===== config.mk =====
export PLATFORM = sky130hd
export DESIGN_NAME = pid_chn_scheduler
export DESIGN_NICKNAME = d
export VERILOG_FILES = /design/src/rtl/pid_chn_scheduler_pkg.sv /design/src/rtl/pid_chn_scheduler_rr_arbiter.sv /design/src/rtl/pid_chn_scheduler.sv
export SDC_FILE = /design/constraint.sdc
export NUM_CORES = 1
export LEC_CHECK = 0
export ABC_AREA = 1
export BUFFER_PORTS_ARGS = -buffer_cell sky130_fd_sc_hd__buf_4
export CORE_UTILIZATION = 50
export DETAILED_ROUTE_END_ITERATION = 10
export GPL_TIMING_DRIVEN = 0
export PLACE_DENSITY = 0.73
export SYNTH_ARGS = -nofsm -noshare
export SYNTH_HDL_FRONTEND = slang
export SYNTH_SLANG_ARGS = --single-unit

===== constraint.sdc =====
create_clock -name clk -period 2.85 [get_ports clk]
set_input_delay 0.285 -clock clk [delete_from_list [all_inputs] [get_ports clk]]
set_output_delay 0.285 -clock clk [all_outputs]
set_load 0.05 [all_outputs]

===== src/rtl/pid_chn_scheduler_pkg.sv =====
// Shared constants and helpers for the PID channel scheduler.
package pid_chn_scheduler_pkg;

    localparam int unsigned DEF_NUM_CHN    = 4;
    localparam int unsigned DEF_DATA_WIDTH = 16;

    // Channel index width; a single-channel build still carries a 1-bit index.
    function automatic int unsigned chn_width(input int unsigned n);
        return (n > 1) ? $clog2(n) : 1;
    endfunction

endpackage


===== src/rtl/pid_chn_scheduler_rr_arbiter.sv =====
// Combinational round-robin arbiter: first request at or above ptr, wrapping to 0.
module pid_chn_scheduler_rr_arbiter
    import pid_chn_scheduler_pkg::*;
#(
    parameter  int unsigned N  = DEF_NUM_CHN,
    localparam int unsigned IW = chn_width(N)
) (
    input  logic [N-1:0]  req_i,
    input  logic [IW-1:0] ptr_i,
    output logic [N-1:0]  gnt_oh_c,
    output logic [IW-1:0] gnt_idx_c,
    output logic          gnt_any_c
);

    // Walk the request vector starting at ptr; the first hit wins.
    always_comb begin
        int unsigned pos;
        logic [IW-1:0] idx;
        gnt_oh_c  = '0;
        gnt_idx_c = '0;
        gnt_any_c = 1'b0;
        pos       = 0;
        idx       = '0;
        for (int unsigned i = 0; i < N; i++) begin
            pos = 32'(ptr_i) + i;
            if (pos >= N) begin
                pos = pos - N;
            end
            idx = IW'(pos);
            if (!gnt_any_c && req_i[idx]) begin
                gnt_any_c      = 1'b1;
                gnt_oh_c[idx]  = 1'b1;
                gnt_idx_c      = idx;
            end
        end
    end

endmodule


===== src/rtl/pid_chn_scheduler.sv =====
// N-channel front end for the shared PID core: latches feedback and setpoints,
// round-robins pending samples onto a valid/ready port, tracks overrun and staleness.
module pid_chn_scheduler
    import pid_chn_scheduler_pkg::*;
#(
    parameter  int unsigned NUM_CHN        = DEF_NUM_CHN,
    parameter  int unsigned DATA_WIDTH     = DEF_DATA_WIDTH,
    parameter  int unsigned TIMEOUT_CYCLES = 1000000,
    localparam int unsigned CHN_WIDTH      = chn_width(NUM_CHN)
) (
    input  logic                          clk,
    input  logic                          rstn,
    input  logic [NUM_CHN-1:0]            rpm_valid_i,
    input  logic [NUM_CHN*DATA_WIDTH-1:0] rpm_data_i,
    input  logic                          tr_valid_i,
    input  logic [CHN_WIDTH-1:0]          tr_chn_i,
    input  logic [DATA_WIDTH-1:0]         tr_data_i,
    input  logic [NUM_CHN-1:0]            chn_en_i,
    input  logic                          tready_i,
    output logic                          data_valid_o,
    output logic [CHN_WIDTH-1:0]          data_chn_o,
    output logic [DATA_WIDTH-1:0]         data_fdb_o,
    output logic [DATA_WIDTH-1:0]         data_ref_o,
    output logic [NUM_CHN-1:0]            overrun_o,
    output logic [NUM_CHN-1:0]            stale_o,
    input  logic [NUM_CHN-1:0]            ovr_clr_i
);

    localparam int unsigned            WDOG_WIDTH = $clog2(TIMEOUT_CYCLES);
    localparam logic [WDOG_WIDTH-1:0]  WDOG_MAX   = WDOG_WIDTH'(TIMEOUT_CYCLES - 1);
    localparam logic [CHN_WIDTH-1:0]   LAST_CHN   = CHN_WIDTH'(NUM_CHN - 1);

    logic [DATA_WIDTH-1:0] rpm_arr [NUM_CHN];

    logic [DATA_WIDTH-1:0] fdb_q  [NUM_CHN];
    logic [DATA_WIDTH-1:0] fdb_d  [NUM_CHN];
    logic [DATA_WIDTH-1:0] ref_q  [NUM_CHN];
    logic [DATA_WIDTH-1:0] ref_d  [NUM_CHN];
    logic [WDOG_WIDTH-1:0] wdog_q [NUM_CHN];
    logic [WDOG_WIDTH-1:0] wdog_d [NUM_CHN];
    logic [NUM_CHN-1:0]    pend_q, pend_d;
    logic [NUM_CHN-1:0]    ovr_q, ovr_d;
    logic [NUM_CHN-1:0]    stale_q, stale_d;
    logic [CHN_WIDTH-1:0]  ptr_q, ptr_d;

    logic                  valid_q, valid_d;
    logic [CHN_WIDTH-1:0]  chn_q, chn_d;
    logic [DATA_WIDTH-1:0] ofdb_q, ofdb_d;
    logic [DATA_WIDTH-1:0] oref_q, oref_d;

    logic [NUM_CHN-1:0]    gnt_oh;
    logic [CHN_WIDTH-1:0]  gnt_idx;
    logic                  gnt_any;
    logic                  load;
    logic [NUM_CHN-1:0]    grant;

    // Unflatten the feedback bus into one word per channel.
    for (genvar k = 0; k < NUM_CHN; k++) begin : g_unflat
        assign rpm_arr[k] = rpm_data_i[k*DATA_WIDTH +: DATA_WIDTH];
    end

    pid_chn_scheduler_rr_arbiter #(
        .N         (NUM_CHN)
    ) u_arb (
        .req_i     (pend_q & chn_en_i),
        .ptr_i     (ptr_q),
        .gnt_oh_c  (gnt_oh),
        .gnt_idx_c (gnt_idx),
        .gnt_any_c (gnt_any)
    );

    // The output register accepts a new beat when empty or being consumed.
    assign load  = !valid_q || tready_i;
    assign grant = load ? gnt_oh : '0;

    // Per-channel capture, setpoint, overrun and watchdog state.
    always_comb begin
        pend_d  = pend_q;
        ovr_d   = ovr_q;
        stale_d = stale_q;
        for (int k = 0; k < NUM_CHN; k++) begin
            fdb_d[k]  = fdb_q[k];
            ref_d[k]  = ref_q[k];
            wdog_d[k] = wdog_q[k];

            // Out-of-range channel numbers match no k and are dropped.
            if (tr_valid_i && (tr_chn_i == CHN_WIDTH'(k))) begin
                ref_d[k] = tr_data_i;
            end

            if (rpm_valid_i[k]) begin
                // A fresh sample keeps pend set even if the old one is granted now.
                fdb_d[k]   = rpm_arr[k];
                pend_d[k]  = 1'b1;
                wdog_d[k]  = '0;
                stale_d[k] = 1'b0;
            end else begin
                if (grant[k]) begin
                    pend_d[k] = 1'b0;
                end
                if (wdog_q[k] != WDOG_MAX) begin
                    wdog_d[k] = wdog_q[k] + WDOG_WIDTH'(1);
                end
                if (wdog_d[k] == WDOG_MAX) begin
                    stale_d[k] = 1'b1;
                end
            end

            // Set wins over a simultaneous clear.
            if (ovr_clr_i[k]) begin
                ovr_d[k] = 1'b0;
            end
            if (rpm_valid_i[k] && pend_q[k] && !grant[k]) begin
                ovr_d[k] = 1'b1;
            end
        end
    end

    // Output beat selection and round-robin pointer advance.
    always_comb begin
        valid_d = valid_q;
        chn_d   = chn_q;
        ofdb_d  = ofdb_q;
        oref_d  = oref_q;
        ptr_d   = ptr_q;
        if (load) begin
            valid_d = gnt_any;
            if (gnt_any) begin
                chn_d  = gnt_idx;
                ofdb_d = fdb_q[gnt_idx];
                oref_d = stale_q[gnt_idx] ? '0 : ref_q[gnt_idx];
                ptr_d  = (gnt_idx == LAST_CHN) ? '0 : gnt_idx + CHN_WIDTH'(1);
            end
        end
    end

    // State registers.
    always_ff @(posedge clk or negedge rstn) begin
        if (!rstn) begin
            for (int k = 0; k < NUM_CHN; k++) begin
                fdb_q[k]  <= '0;
                ref_q[k]  <= '0;
                wdog_q[k] <= '0;
            end
            pend_q  <= '0;
            ovr_q   <= '0;
            stale_q <= '0;
            ptr_q   <= '0;
            valid_q <= 1'b0;
            chn_q   <= '0;
            ofdb_q  <= '0;
            oref_q  <= '0;
        end else begin
            fdb_q   <= fdb_d;
            ref_q   <= ref_d;
            wdog_q  <= wdog_d;
            pend_q  <= pend_d;
            ovr_q   <= ovr_d;
            stale_q <= stale_d;
            ptr_q   <= ptr_d;
            valid_q <= valid_d;
            chn_q   <= chn_d;
            ofdb_q  <= ofdb_d;
            oref_q  <= oref_d;
        end
    end

    assign data_valid_o = valid_q;
    assign data_chn_o   = chn_q;
    assign data_fdb_o   = ofdb_q;
    assign data_ref_o   = oref_q;
    assign overrun_o    = ovr_q;
    assign stale_o      = stale_q;

endmodule


After elaboration in Yosys (flattened, before gate mapping)
Index checks and enable logic that the tools add are counted.
{"block": "word_totals", "register_bits": 257, "output_inout_bits": 43, "wordCells": 193}
{"block": "op_classes", "add_sub_neg": 12, "magnitude_cmp": 14, "eq_ne": 12, "muxes": 79, "n_bitwise": 5, "reduce_logical": 42}
{"op": "20-bit 2-to-1 mux", "count": 12}
{"op": "20-bit by 1-bit adder with 20-bit output (second input constant)", "count": 4}
{"op": "20-bit == test (second input constant)", "count": 4}
{"op": "16-bit 2-to-1 mux", "count": 5}
{"op": "20-bit != test (second input constant)", "count": 4}
{"op": "16-bit binary-select mux with 2-bit select", "count": 2}
{"op": "1-bit 2-to-1 mux", "count": 37}
{"op": "2-bit nonzero test", "count": 12}
{"op": "4-bit 2-to-1 mux", "count": 5}
{"op": "1-bit logical AND", "count": 19}
{"op": "2-bit 2-to-1 mux", "count": 9}
{"op": "2-bit by 3-bit < comparator with 1-bit output (second input constant)", "count": 5}
{"op": "3-bit >= comparator (second input constant)", "count": 4}
{"op": "4-bit OR", "count": 3}
{"op": "1-bit binary-select mux with 2-bit select", "count": 5}
{"op": "1-bit demux with 2-bit select", "count": 4}
{"op": "2-bit by 1-bit >= comparator with 1-bit output (second input constant)", "count": 4}
{"op": "1-bit logical NOT", "count": 8}
{"op": "2-bit by 1-bit subtractor with 2-bit output (second input constant)", "count": 4}
{"op": "2-bit by 2-bit adder with 3-bit output (second input constant)", "count": 2}
{"op": "2-bit == test (second input constant)", "count": 3}
{"op": "4-bit bitwise AND", "count": 1}
{"op": "2-bit by 1-bit adder with 3-bit output (second input constant)", "count": 1}
{"op": "2-bit by 3-bit >= comparator with 1-bit output (second input constant)", "count": 1}
{"op": "6 further kinds", "count": 6}

Longest topological paths before layout
Gate-level depths: netlist of the first run.
{"block": "depth", "ltp_word": 19, "ltp_mapped": 17, "mapped_depth_nobuf": 16}

Modules after synthesis
A second synthesis of the first run with hierarchy kept.
{"block": "unflattened", "hier_cells": 1698, "hier_area_um2": 13202.7}
{"module": "pid_chn_scheduler", "instances": 1, "cells_each": 1624, "area_per_inst_um2": 12762.2}
{"module": "pid_chn_scheduler_rr_arbiter", "instances": 1, "cells_each": 74, "area_per_inst_um2": 440.4}

Least setup slack after synthesis of the first run
No wires, ideal clock.
{"block": "synth_path", "kind": "reg2reg", "start": "reg ptr_q[0]", "end": "reg ptr_q[1]", "arrival_ns": 2.358, "setup_slack_ns": 0.361, "stages_incl_launch_ff": 16, "path_cell_list": "dfrtp_1 -> inv_2 -> ha_1 -> inv_1 -> nand3_1 -> nand2_2 -> inv_2 -> nand2_2 -> nand2_1 -> nand2_2 -> nand3_2 -> inv_2 -> buf_2 -> ha_1 -> nand2_1 -> o21ai_0"}
{"block": "synth_between", "elab_chain_len": 16, "word_cells_on_any_way": 41, "classes_between": "add/sub: 8; order compare: 4; eq/ne: 1; mux: 21; reduce/logical: 7"}
{"item": "start: declaration", "line_no": "pid_chn_scheduler.sv:44", "text": "logic [CHN_WIDTH-1:0] ptr_q, ptr_d;"}
{"item": "start signal: assignment", "line_no": "pid_chn_scheduler.sv:160", "text": "ptr_q <= ptr_d;"}
{"item": "branches (longest 13 deep; another with 2-bit by 1-bit adder with 3-bit output)"}
{"item": "2-bit 2-to-1 mux *", "line_no": "pid_chn_scheduler_rr_arbiter.sv:30", "text": "if (!gnt_any_c && req_i[idx]) begin"}
{"item": "via gnt_idx[0]", "line_no": "pid_chn_scheduler.sv:52", "text": "logic [CHN_WIDTH-1:0] gnt_idx;"}
{"item": "2-bit by 1-bit adder with 2-bit output or 2-bit == test (tied branches)", "line_no": "pid_chn_scheduler.sv:132", "text": "ptr_d = (gnt_idx == LAST_CHN) ? '0 : gnt_idx + CHN_WIDTH'(1);"}
{"item": "2-bit 2-to-1 mux *", "line_no": "pid_chn_scheduler.sv:132"}
Mark *: on every way through the listed nets, which the timed path passes. The select of a mux whose other input is x is not followed.
A chain may end at the register's enable or synchronous reset.

Worst setup path after layout of the first run
Ends and elaborated chain as after synthesis.

==> results of run 1 <==
-- state kept, by name, summed over array words and instances (netlist names) --
name          cells
fdb_q            64
overrun_o         4
data_chn_o        2
stale_o           4
wdog_q           80
ptr_q             2
ref_q            64
data_valid_o      1
data_fdb_o       16
pend_q            4
data_ref_o       16
-- tightest hold or removal path: cells and delay by family --
family	cells	cell delay (ns)
AOI/OAI and AO/OA	1	0.09
buffers and inverters	1	0.09
and+or+nand+nor	1	0.05
-- cells in the final DEF, fill, tap and decap left out, drive strengths merged --
| master | instances |
|---|---|
| a21boi | 1 |
| a21o | 5 |
| a21oi | 29 |
| buf | 161 |
| bufinv | 1 |
| clkbuf | 96 |
| clkinv | 3 |
| clkinvlp | 1 |
| dfrtp | 257 |
| dlygate4sd3 | 68 |
| ha | 13 |
| inv | 265 |
| nand2 | 487 |
| nand3 | 158 |
| nand3b | 2 |
| nand4 | 60 |
| nor2 | 161 |
| nor2b | 1 |
| nor3 | 15 |
| nor3b | 1 |
| nor4 | 2 |
| o211ai | 1 |
| o21ai | 163 |
| o22ai | 1 |
| or2 | 1 |
| or3 | 1 |
| xnor2 | 11 |
| xor2 | 51 |
-- cells in the mapped netlist --
cell,instances
a21boi_0,1
a21o_1,5
a21oi_1,28
a21oi_4,1
buf_1,4
buf_2,9
buf_6,8
clkbuf_1,47
dfrtp_1,257
ha_1,13
inv_1,261
inv_2,4
nand2_1,480
nand2_2,7
nand3_1,155
nand3_2,3
nand3b_1,2
nand4_1,59
nand4_2,1
nor2_1,160
nor2_4,1
nor2b_1,1
nor3_1,15
nor3b_1,1
nor4_1,2
o211ai_1,1
o21ai_0,162
o21ai_2,1
o22ai_1,1
or2_2,1
or3_1,1
xnor2_1,11
xor2_1,51
-- area by class of cell --
| type | instances | area, um^2 | share of cell area, % |
|---|---|---|---|
| Clock inverter | 5 | 52.55 | 0.3194 |
| Multi-Input combinational cell | 1164 | 5537 | 33.65 |
| Tap cell | 335 | 419.2 | 2.548 |
| Timing Repair Buffer | 211 | 1802 | 10.95 |
| Inverter | 265 | 997.2 | 6.061 |
| Sequential cell | 257 | 6434 | 39.11 |
| Clock buffer | 46 | 869.6 | 5.286 |
| Buffer | 68 | 341.6 | 2.076 |
-- routing by layer --
| metal | vias up | track usage [%] | share of wire, % |
|---|---|---|---|
| li1 | 5991 | - | - |
| met1 | 5792 | 35.78 | 44 |
| met2 | 347 | 46.05 | 48 |
| met3 | 74 | 2.863 | 5.1 |
| met4 | 0 | 8.549 | 2.7 |
| met5 | - | 0 | 0 |
-- power by group --
group	total, uW	internal (uW)	switching, uW
Clock	3590	2160	1430
Sequential	4590	4250	342
Combinational	8990	2930	6060
Total	17200	9330	7840
-- per-stage QoR --
step / total power (uW) / setup slack, ns
floorplan: 10600 / 0.3614
global placement: 12960 / -0.6281
detailed placement: 13150 / -0.2275
CTS: 16940 / 0.003873
global route: 18290 / -0.01468
finish: 17170 / 0.1372
-- cell families after synthesis --
| family | count (synthesis) | synth area share [%] |
|---|---|---|
| AND/OR/NAND/NOR | 889 | 28.44 |
| buffers and inverters | 333 | 9.959 |
| flip-flops | 257 | 48.48 |
| AO/OA/AOI/OAI | 200 | 7.800 |
| XOR/XNOR | 62 | 4.093 |
| adder cells (fa/ha/maj) | 13 | 1.226 |
-- worst paths after layout --
check                         startpoint       endpoint  slack [ns]
max                             ptr_q[0]       ptr_q[1]        0.14
min                        rpm_data_i[1]      fdb_q[49]        0.02
max reg2reg                     ptr_q[0]       ptr_q[1]        0.14
min reg2reg                data_fdb_o[9]  data_fdb_o[9]        0.48
max in group asynchronous           rstn       ref_q[5]        1.70
min in group asynchronous           rstn     wdog_q[48]        0.27
-- what timing repair did --
item,CTS,global route
hold buffers,68,0
gates resized for setup,8,13
hold endpoints to repair,126,0
setup endpoints to repair,35,34
pin swaps,0,2
buffers inserted,1,4
==> metrics.txt, run 1 <==
# TYPE chip_impl_metric gauge
chip_impl_info{name="status",value="finished, final reports clean"} 1
chip_impl_metric{name="path_depth",unit=""} 15
chip_impl_metric{name="syn_area",unit="um^2"} 13270
chip_impl_metric{name="cap_violations",unit=""} 0
chip_impl_metric{name="drtPass1Iterations",unit=""} 6
chip_impl_metric{name="setup-violations-final",unit=""} 0
chip_impl_metric{name="seq_area_frac_synth",unit="%"} 48.48
chip_impl_metric{name="clock_latency",unit="ns"} 0.54
chip_impl_metric{name="max_incr_delay_on_cp",unit="ns"} 0.43
chip_impl_info{name="synthDominantAreaCellType",value="dfrtp_1"} 1
chip_impl_metric{name="wire_per_inst",unit="um"} 15.37
chip_impl_metric{name="data_required_time_of_the_worst_path",unit="ns"} 3.27
chip_impl_metric{name="final.setup_skew",unit="ns"} 0.006776
chip_impl_metric{name="synth_area_per_inst",unit="um^2"} 7.564
chip_impl_info{name="cp-end-kind",value="flop"} 1
chip_impl_metric{name="cts.reportedPaths.clkPinSlew",unit="ns"} 0.06
chip_impl_info{name="timing_worst_setup_path_type",value="reg -> reg"} 1
chip_impl_metric{name="h-tree-depth",unit=""} 1
chip_impl_metric{name="io_pins",unit=""} 141
chip_impl_metric{name="post-route-period-util",unit="%"} 95.19
chip_impl_metric{name="rr_worst_depth",unit=""} 15
chip_impl_info{name="post_synth_main_area_contributors",value="dfrtp_1, nand2_1, inv_1, o21ai_0, nand3_1"} 1
chip_impl_metric{name="fillers",unit=""} 2237
chip_impl_metric{name="clockBufferDepth",unit=""} 3
chip_impl_info{name="critical_path_cell_sequence",value="inv_4, ha_2, inv_1, nand3_1, nand2_2, inv_2, nand2_2, nand2_1, nand2_4, nand3_2, inv_2, buf_4, ha_1, nand2_1, o21ai_0"} 1
chip_impl_info{name="worstSetupStartpointType",value="flop"} 1
chip_impl_metric{name="vias_per_cell",unit=""} 5.191
chip_impl_metric{name="ir_drop",unit="V"} 0.0009077
chip_impl_metric{name="crit_buf_inv",unit=""} 5
chip_impl_metric{name="die_width",unit="um"} 164.9
chip_impl_info{name="timing.critical_path.slowest_stage_cell",value="dfrtp_2"} 1
chip_impl_metric{name="cell_area_after_layout",unit="um^2"} 16450
chip_impl_metric{name="cts-buffers-inserted",unit=""} 28
chip_impl_metric{name="route.detailed.drc",unit=""} 0
chip_impl_metric{name="slew_headroom",unit="%"} 54.85
chip_impl_metric{name="numnets_final",unit=""} 2106
chip_impl_metric{name="largest_net_degree_at_the_start_of_global_routing",unit=""} 105
chip_impl_metric{name="ys_ff_latch",unit=""} 257
chip_impl_metric{name="placement.io_buffers",unit=""} 136
chip_impl_metric{name="starting_drc_count_in_detailed_routing",unit=""} 1164
chip_impl_metric{name="floorplan.die.height",unit="um"} 164.9
chip_impl_metric{name="worst_ep_arrival_time",unit="ns"} 3.13
chip_impl_info{name="tritoncts",value="built"} 1
chip_impl_metric{name="grt_pass1_vias",unit=""} 11990
chip_impl_metric{name="netlist_instances",unit=""} 1754
chip_impl_metric{name="dpl.hpwl",unit="um"} 25040
chip_impl_metric{name="core_region_area",unit="um^2"} 26060
chip_impl_metric{name="static-leakage-power",unit="uW"} 0.008214
chip_impl_metric{name="combined_global_route_utilization_of_all_metal_layers",unit="%"} 26.93
chip_impl_metric{name="yosys_warning_total",unit=""} 0
chip_impl_metric{name="antenna_found_initial",unit=""} 0
chip_impl_metric{name="hold_path_depth",unit=""} 3
chip_impl_metric{name="core.rowCount",unit=""} 59
chip_impl_metric{name="slew_viols_final",unit=""} 0
chip_impl_metric{name="powerDensity",unit="nW/um^2"} 1043
chip_impl_metric{name="layout.core_utilization",unit="%"} 63.13
chip_impl_metric{name="ant_nets",unit=""} 0
chip_impl_metric{name="tritoncts_num_sinks",unit=""} 257
chip_impl_metric{name="dp.cells",unit=""} 2227
chip_impl_metric{name="netlist-cell-type-count",unit=""} 33
chip_impl_metric{name="synth.net_count",unit=""} 1865
chip_impl_metric{name="postPlaceCellArea",unit="um^2"} 14770
chip_impl_metric{name="finalWirelength",unit="um"} 36130
chip_impl_info{name="critical-path-top-delay-family",value="simple AND/OR/NAND/NOR gates"} 1
chip_impl_metric{name="design.die.area",unit="um^2"} 27190
chip_impl_metric{name="num_antenna_cells",unit=""} 0
chip_impl_metric{name="syn2layout_area_growth",unit="%"} 24.01
chip_impl_metric{name="grt_overflow_total",unit=""} 0
chip_impl_metric{name="setup_total_negative_slack",unit="ns"} 0
chip_impl_metric{name="maxClockFrequency",unit="MHz"} 368.6
chip_impl_metric{name="final.hold.worst_slack",unit="ns"} 0.01848
chip_impl_metric{name="final_hold_viol_count",unit=""} 0
chip_impl_metric{name="final-instance-count-excl-fill",unit=""} 2351
chip_impl_info{name="cts_root_buffer",value="clkbuf_16"} 1
chip_impl_metric{name="routed-via-count",unit=""} 12200
chip_impl_metric{name="drive_gt1_share",unit="%"} 11.56
chip_impl_metric{name="grt_first_pass_wirelength",unit="um"} 58310
chip_impl_metric{name="worstMarginPinSlew",unit="ns"} 0.6773
chip_impl_metric{name="synth_largest_type_area_fraction",unit="%"} 48.48
chip_impl_metric{name="weighted_congestion_reported_at_the_end_of_routability_driven_placement",unit=""} 0.9029
chip_impl_metric{name="floorplan.initialDensity",unit="%"} 50.91
chip_impl_metric{name="worstPathMaxFanout",unit=""} 10
chip_impl_metric{name="period_needed",unit="ns"} 2.713
chip_impl_info{name="hold_path.class",value="in -> reg"} 1
No activity file was read; power rests on OpenSTA's default activity.
==> run 2: changes to the inputs <==
- ABC_AREA: 1 -> not set
- PLACE_DENSITY: 0.73 -> 0.72
==> run 2 against run 1 <==
  * The run now ends with DRC, setup timing left
  * Synthesized cell count shrank 25%
  * Utilization grew 4.3 points
  * Register-to-register slack lost 0.39 ns
  * Worst setup slack lost 0.39 ns
  * Total power shrank 5.4%
  * Largest cell class is now multi-input combinational cells
  * Largest power group unchanged
==> metrics.txt, run 2 <==
# TYPE chip_impl_metric gauge
chip_impl_metric{name="antenna_found_initial",unit=""} 2
chip_impl_info{name="postSynth.topFlopCell",value="dfrtp_1"} 1
chip_impl_info{name="cts_root_buffer",value="clkbuf_16"} 1
chip_impl_metric{name="synth_largest_type_area_fraction",unit="%"} 47.54
chip_impl_metric{name="pwr-share-clk",unit="%"} 21.1
chip_impl_metric{name="final.setup_skew",unit="ns"} 0.01758
chip_impl_metric{name="combined_global_route_utilization_of_all_metal_layers",unit="%"} 26.42
chip_impl_info{name="critical_path_cell_sequence",value="buf_6, inv_8, clkbuf_16, ha_4, mux4_2, nor2b_4, o41a_1, buf_6, a2111oi_4, a31oi_4, buf_8, a211oi_2"} 1
chip_impl_metric{name="design.die.area",unit="um^2"} 27720
chip_impl_info{name="largestRegisters",value="wdog_q: 80 flops, fdb_q: 64 flops, ref_q: 64 flops"} 1
chip_impl_metric{name="netlist-cell-type-count",unit=""} 75
chip_impl_metric{name="grt_first_pass_wirelength",unit="um"} 59260
chip_impl_metric{name="placement.io_buffers",unit=""} 139
chip_impl_metric{name="setup-violations-final",unit=""} 37
chip_impl_metric{name="starting_drc_count_in_detailed_routing",unit=""} 870
chip_impl_metric{name="final.hold.worst_slack",unit="ns"} 0.01520
chip_impl_metric{name="crit_buf_inv",unit=""} 5
chip_impl_metric{name="floorplan.die.height",unit="um"} 166.5
chip_impl_info{name="timing_worst_setup_path_type",value="reg -> reg"} 1
chip_impl_info{name="origin_of_the_critical_flop_to_flop_path",value="ptr_q[0]"} 1
chip_impl_metric{name="yosys_warning_total",unit=""} 0
chip_impl_info{name="status",value="finished with violations"} 1
chip_impl_metric{name="core_region_area",unit="um^2"} 26280
chip_impl_info{name="largest_register",value="wdog_q"} 1
chip_impl_metric{name="setup_slack_reg_to_reg",unit="ns"} -0.25
chip_impl_metric{name="period_needed",unit="ns"} 3.104
chip_impl_metric{name="powerDensity",unit="nW/um^2"} 916.9
chip_impl_metric{name="max_incr_delay_on_cp",unit="ns"} 0.50
chip_impl_info{name="post-synth-top-count-cell",value="dfrtp_1"} 1
chip_impl_info{name="critical-path-top-delay-family",value="compound AO/OA/AOI/OAI gates"} 1
chip_impl_metric{name="worstMarginPinSlew",unit="ns"} 1.130
chip_impl_metric{name="fillers",unit=""} 1979
chip_impl_metric{name="slew_viols_final",unit=""} 0
chip_impl_metric{name="clock_latency",unit="ns"} 0.55
chip_impl_metric{name="synth.net_count",unit=""} 1430
chip_impl_metric{name="final.setup.worst_slack",unit="ns"} -0.2544
chip_impl_metric{name="rr_worst_depth",unit=""} 12
chip_impl_metric{name="weighted_congestion_reported_at_the_end_of_routability_driven_placement",unit=""} 0.9406
chip_impl_metric{name="seq_area_frac_synth",unit="%"} 47.54
chip_impl_metric{name="floorplan.initialDensity",unit="%"} 51.48
chip_impl_info{name="timing.critical_path.slowest_stage_cell",value="o41a_1"} 1
chip_impl_metric{name="numnets_final",unit=""} 1717
chip_impl_metric{name="cts-buffers-inserted",unit=""} 28
chip_impl_metric{name="drtPass1Iterations",unit=""} 9
chip_impl_metric{name="die_width",unit="um"} 166.5
chip_impl_metric{name="synth_area_per_inst",unit="um^2"} 10.26
chip_impl_info{name="synthDominantAreaCellType",value="dfrtp_1"} 1
chip_impl_metric{name="grt_overflow_total",unit=""} 0
chip_impl_metric{name="post-route-period-util",unit="%"} 108.9
chip_impl_metric{name="grt_pass1_vias",unit=""} 11540
chip_impl_info{name="hold_path_startpoint",value="tr_data_i[7]"} 1
chip_impl_info{name="timing.hold.worst_endpoint",value="ref_q[39]"} 1
chip_impl_info{name="layout.cells.most_common_list",value="dfrtp_1, buf_4, mux2_2, nor2_1, nand2_1"} 1
chip_impl_metric{name="final_hold_viol_count",unit=""} 0
chip_impl_metric{name="route.detailed.drc",unit=""} 7
chip_impl_metric{name="ir_drop",unit="V"} 0.0008179
chip_impl_metric{name="final-instance-count-excl-fill",unit=""} 1959
chip_impl_metric{name="syn2layout_area_growth",unit="%"} 30.91
chip_impl_metric{name="tritoncts_num_sinks",unit=""} 257
chip_impl_metric{name="largest_net_degree_at_the_start_of_global_routing",unit=""} 120
chip_impl_metric{name="cap_violations",unit=""} 0
chip_impl_metric{name="syn_area",unit="um^2"} 13530
chip_impl_metric{name="ys_ff_latch",unit=""} 257
chip_impl_metric{name="cts.reportedPaths.clkPinSlew",unit="ns"} 0.06
chip_impl_metric{name="wire_per_inst",unit="um"} 18.85
chip_impl_metric{name="slew_headroom",unit="%"} 24.48
chip_impl_info{name="failed_checks",value="DRC, setup timing"} 1
chip_impl_metric{name="dp.cells",unit=""} 1795
chip_impl_info{name="tritoncts",value="built"} 1
chip_impl_metric{name="static-leakage-power",unit="uW"} 0.007396
chip_impl_metric{name="ant_nets",unit=""} 0
chip_impl_metric{name="core.rowCount",unit=""} 59
chip_impl_info{name="ys_top_cells_by_count",value="dfrtp_1, mux2_2, nor2_1"} 1
chip_impl_metric{name="routed-via-count",unit=""} 11400
chip_impl_metric{name="power.share.combinational",unit="%"} 50.2
chip_impl_metric{name="dpl.hpwl",unit="um"} 24240
chip_impl_metric{name="netlist_instances",unit=""} 1319
chip_impl_metric{name="synth_enable_flop_cells",unit=""} 0
chip_impl_metric{name="clockBufferDepth",unit=""} 3
chip_impl_metric{name="vias_per_cell",unit=""} 5.818
chip_impl_info{name="worstSetupStartpointType",value="flop"} 1
chip_impl_metric{name="io_pins",unit=""} 141
chip_impl_metric{name="maxClockFrequency",unit="MHz"} 322.1
chip_impl_info{name="critical_path.reg2reg.endpoint",value="data_ref_o[8]"} 1
chip_impl_info{name="critical_path.most_common_cell",value="buf_6"} 1
chip_impl_metric{name="sw_frac_of_total",unit="%"} 39.69
chip_impl_info{name="layout.cells.most_common",value="dfrtp_1"} 1
chip_impl_metric{name="largest_reg_flops",unit=""} 80
chip_impl_metric{name="power_report.internal_total",unit="uW"} 9792
chip_impl_metric{name="finalWirelength",unit="um"} 36920
chip_impl_metric{name="data_required_time_of_the_worst_path",unit="ns"} 3.30
chip_impl_metric{name="postSynth.asyncResetShare",unit="%"} 100.0
chip_impl_metric{name="hold_path_depth",unit=""} 2
chip_impl_info{name="setup_repair_after_global_routing_missed_its_margin",value="true"} 1
chip_impl_info{name="hold_path.class",value="in -> reg"} 1
chip_impl_metric{name="seq_power_share",unit="%"} 28.7
chip_impl_info{name="post_synth_main_area_contributors",value="dfrtp_1, mux2_2, nor2_1, nand2_1, xnor2_1"} 1
chip_impl_metric{name="h-tree-depth",unit=""} 1
chip_impl_metric{name="power.net_switching",unit="uW"} 6445
chip_impl_info{name="cp-end-kind",value="flop"} 1
chip_impl_metric{name="drive_gt1_share",unit="%"} 29.96
chip_impl_metric{name="worst_ep_arrival_time",unit="ns"} 3.55
chip_impl_metric{name="worstPathMaxFanout",unit=""} 5
[run 2: cells by family after synthesis]
family / synth area share (%)
mux: 12.40
simple gates: 18.18
fa+ha+maj: 1.202
compound gates: 12.34
flops: 47.54
buf+inv: 3.737
xor+xnor: 4.597
[run 2: power by group through the flow]
stage	sequential, uW	clock (uW)	combinational [uW]
after CTS	4650	3490	7640
final	4660	3430	8150
after floorplan	5440	0	3650
after detailed placement	4710	0	6270
after global placement	4680	0	6140
after global routing	4720	3600	8650
[run 2: per-stage QoR]
step                cell area (um^2)  setup TNS, ns  setup WS [ns]  power [uW]  utilization (%)
floorplan                      13750         -2.266        -0.1169        9095                -
global placement               15210        -189.78        -0.8750       10820            57.88
detailed placement             15270         -30.62        -0.9061       10980            58.12
CTS                            17410         -6.126        -0.2277       15790            66.25
global route                   17710         -9.494        -0.3927       16970            67.39
finish                         17710         -5.173        -0.2544       16240            67.39
[run 2: worst max-delay path by stage]
stage | startpoint | to | slack (ns) | depth (start not counted)
finish | ptr_q[0] | data_ref_o[8] | -0.25 | 12
global route | ptr_q[0] | data_ref_o[8] | -0.39 | 12
CTS | ptr_q[0] | data_fdb_o[9] | -0.23 | 13
detailed placement | ptr_q[0] | data_fdb_o[11] | -0.91 | 13
global placement | ptr_q[0] | data_fdb_o[5] | -0.87 | 13
floorplan | ptr_q[0] | ptr_q[0] | -0.12 | 13
[run 2: metal layers]
layer / global-route usage (%) / wire length, um / vias to the layer above
met4: 9.259 / 1345 / 0
met1: 34.00 / 15510 / 5635
met2: 45.18 / 17970 / 358
met5: 0 / 0 / -
met3: 4.278 / 2100 / 88
li1: - / - / 5317
[run 2: layout make-up]
type | count | area, um^2 | area share, %
clock inverters | 4 | 20.02 | 0.1130
well taps | 335 | 419.2 | 2.367
multi-input cells | 948 | 7058 | 39.85
diodes | 2 | 5.005 | 0.02826
repair buffers | 265 | 2332 | 13.17
inverters | 26 | 108.9 | 0.6147
plain buffers | 80 | 493.0 | 2.784
flip-flops and latches | 257 | 6439 | 36.36
clock buffers | 42 | 834.6 | 4.712
[run 2: what timing repair did]
action                                  CTS  global route
gates cloned                              2             2
hold endpoints to repair                116             0
hold buffers                             74             0
buffers inserted                         24            22
pin swaps                                11            20
gates resized for setup                  67            32
endpoints found under the setup margin   46            48
[run 2: worst reg2reg max path: cells and delay by family (launching register included)]
family / cells / cell delay [ns]
AOI/OAI and AO/OA: 4 / 1.23
and+or+nand+nor: 1 / 0.14
adders and majority gates: 1 / 0.29
buffers and inverters: 5 / 0.69
DFF: 1 / 0.36
muxes: 1 / 0.31
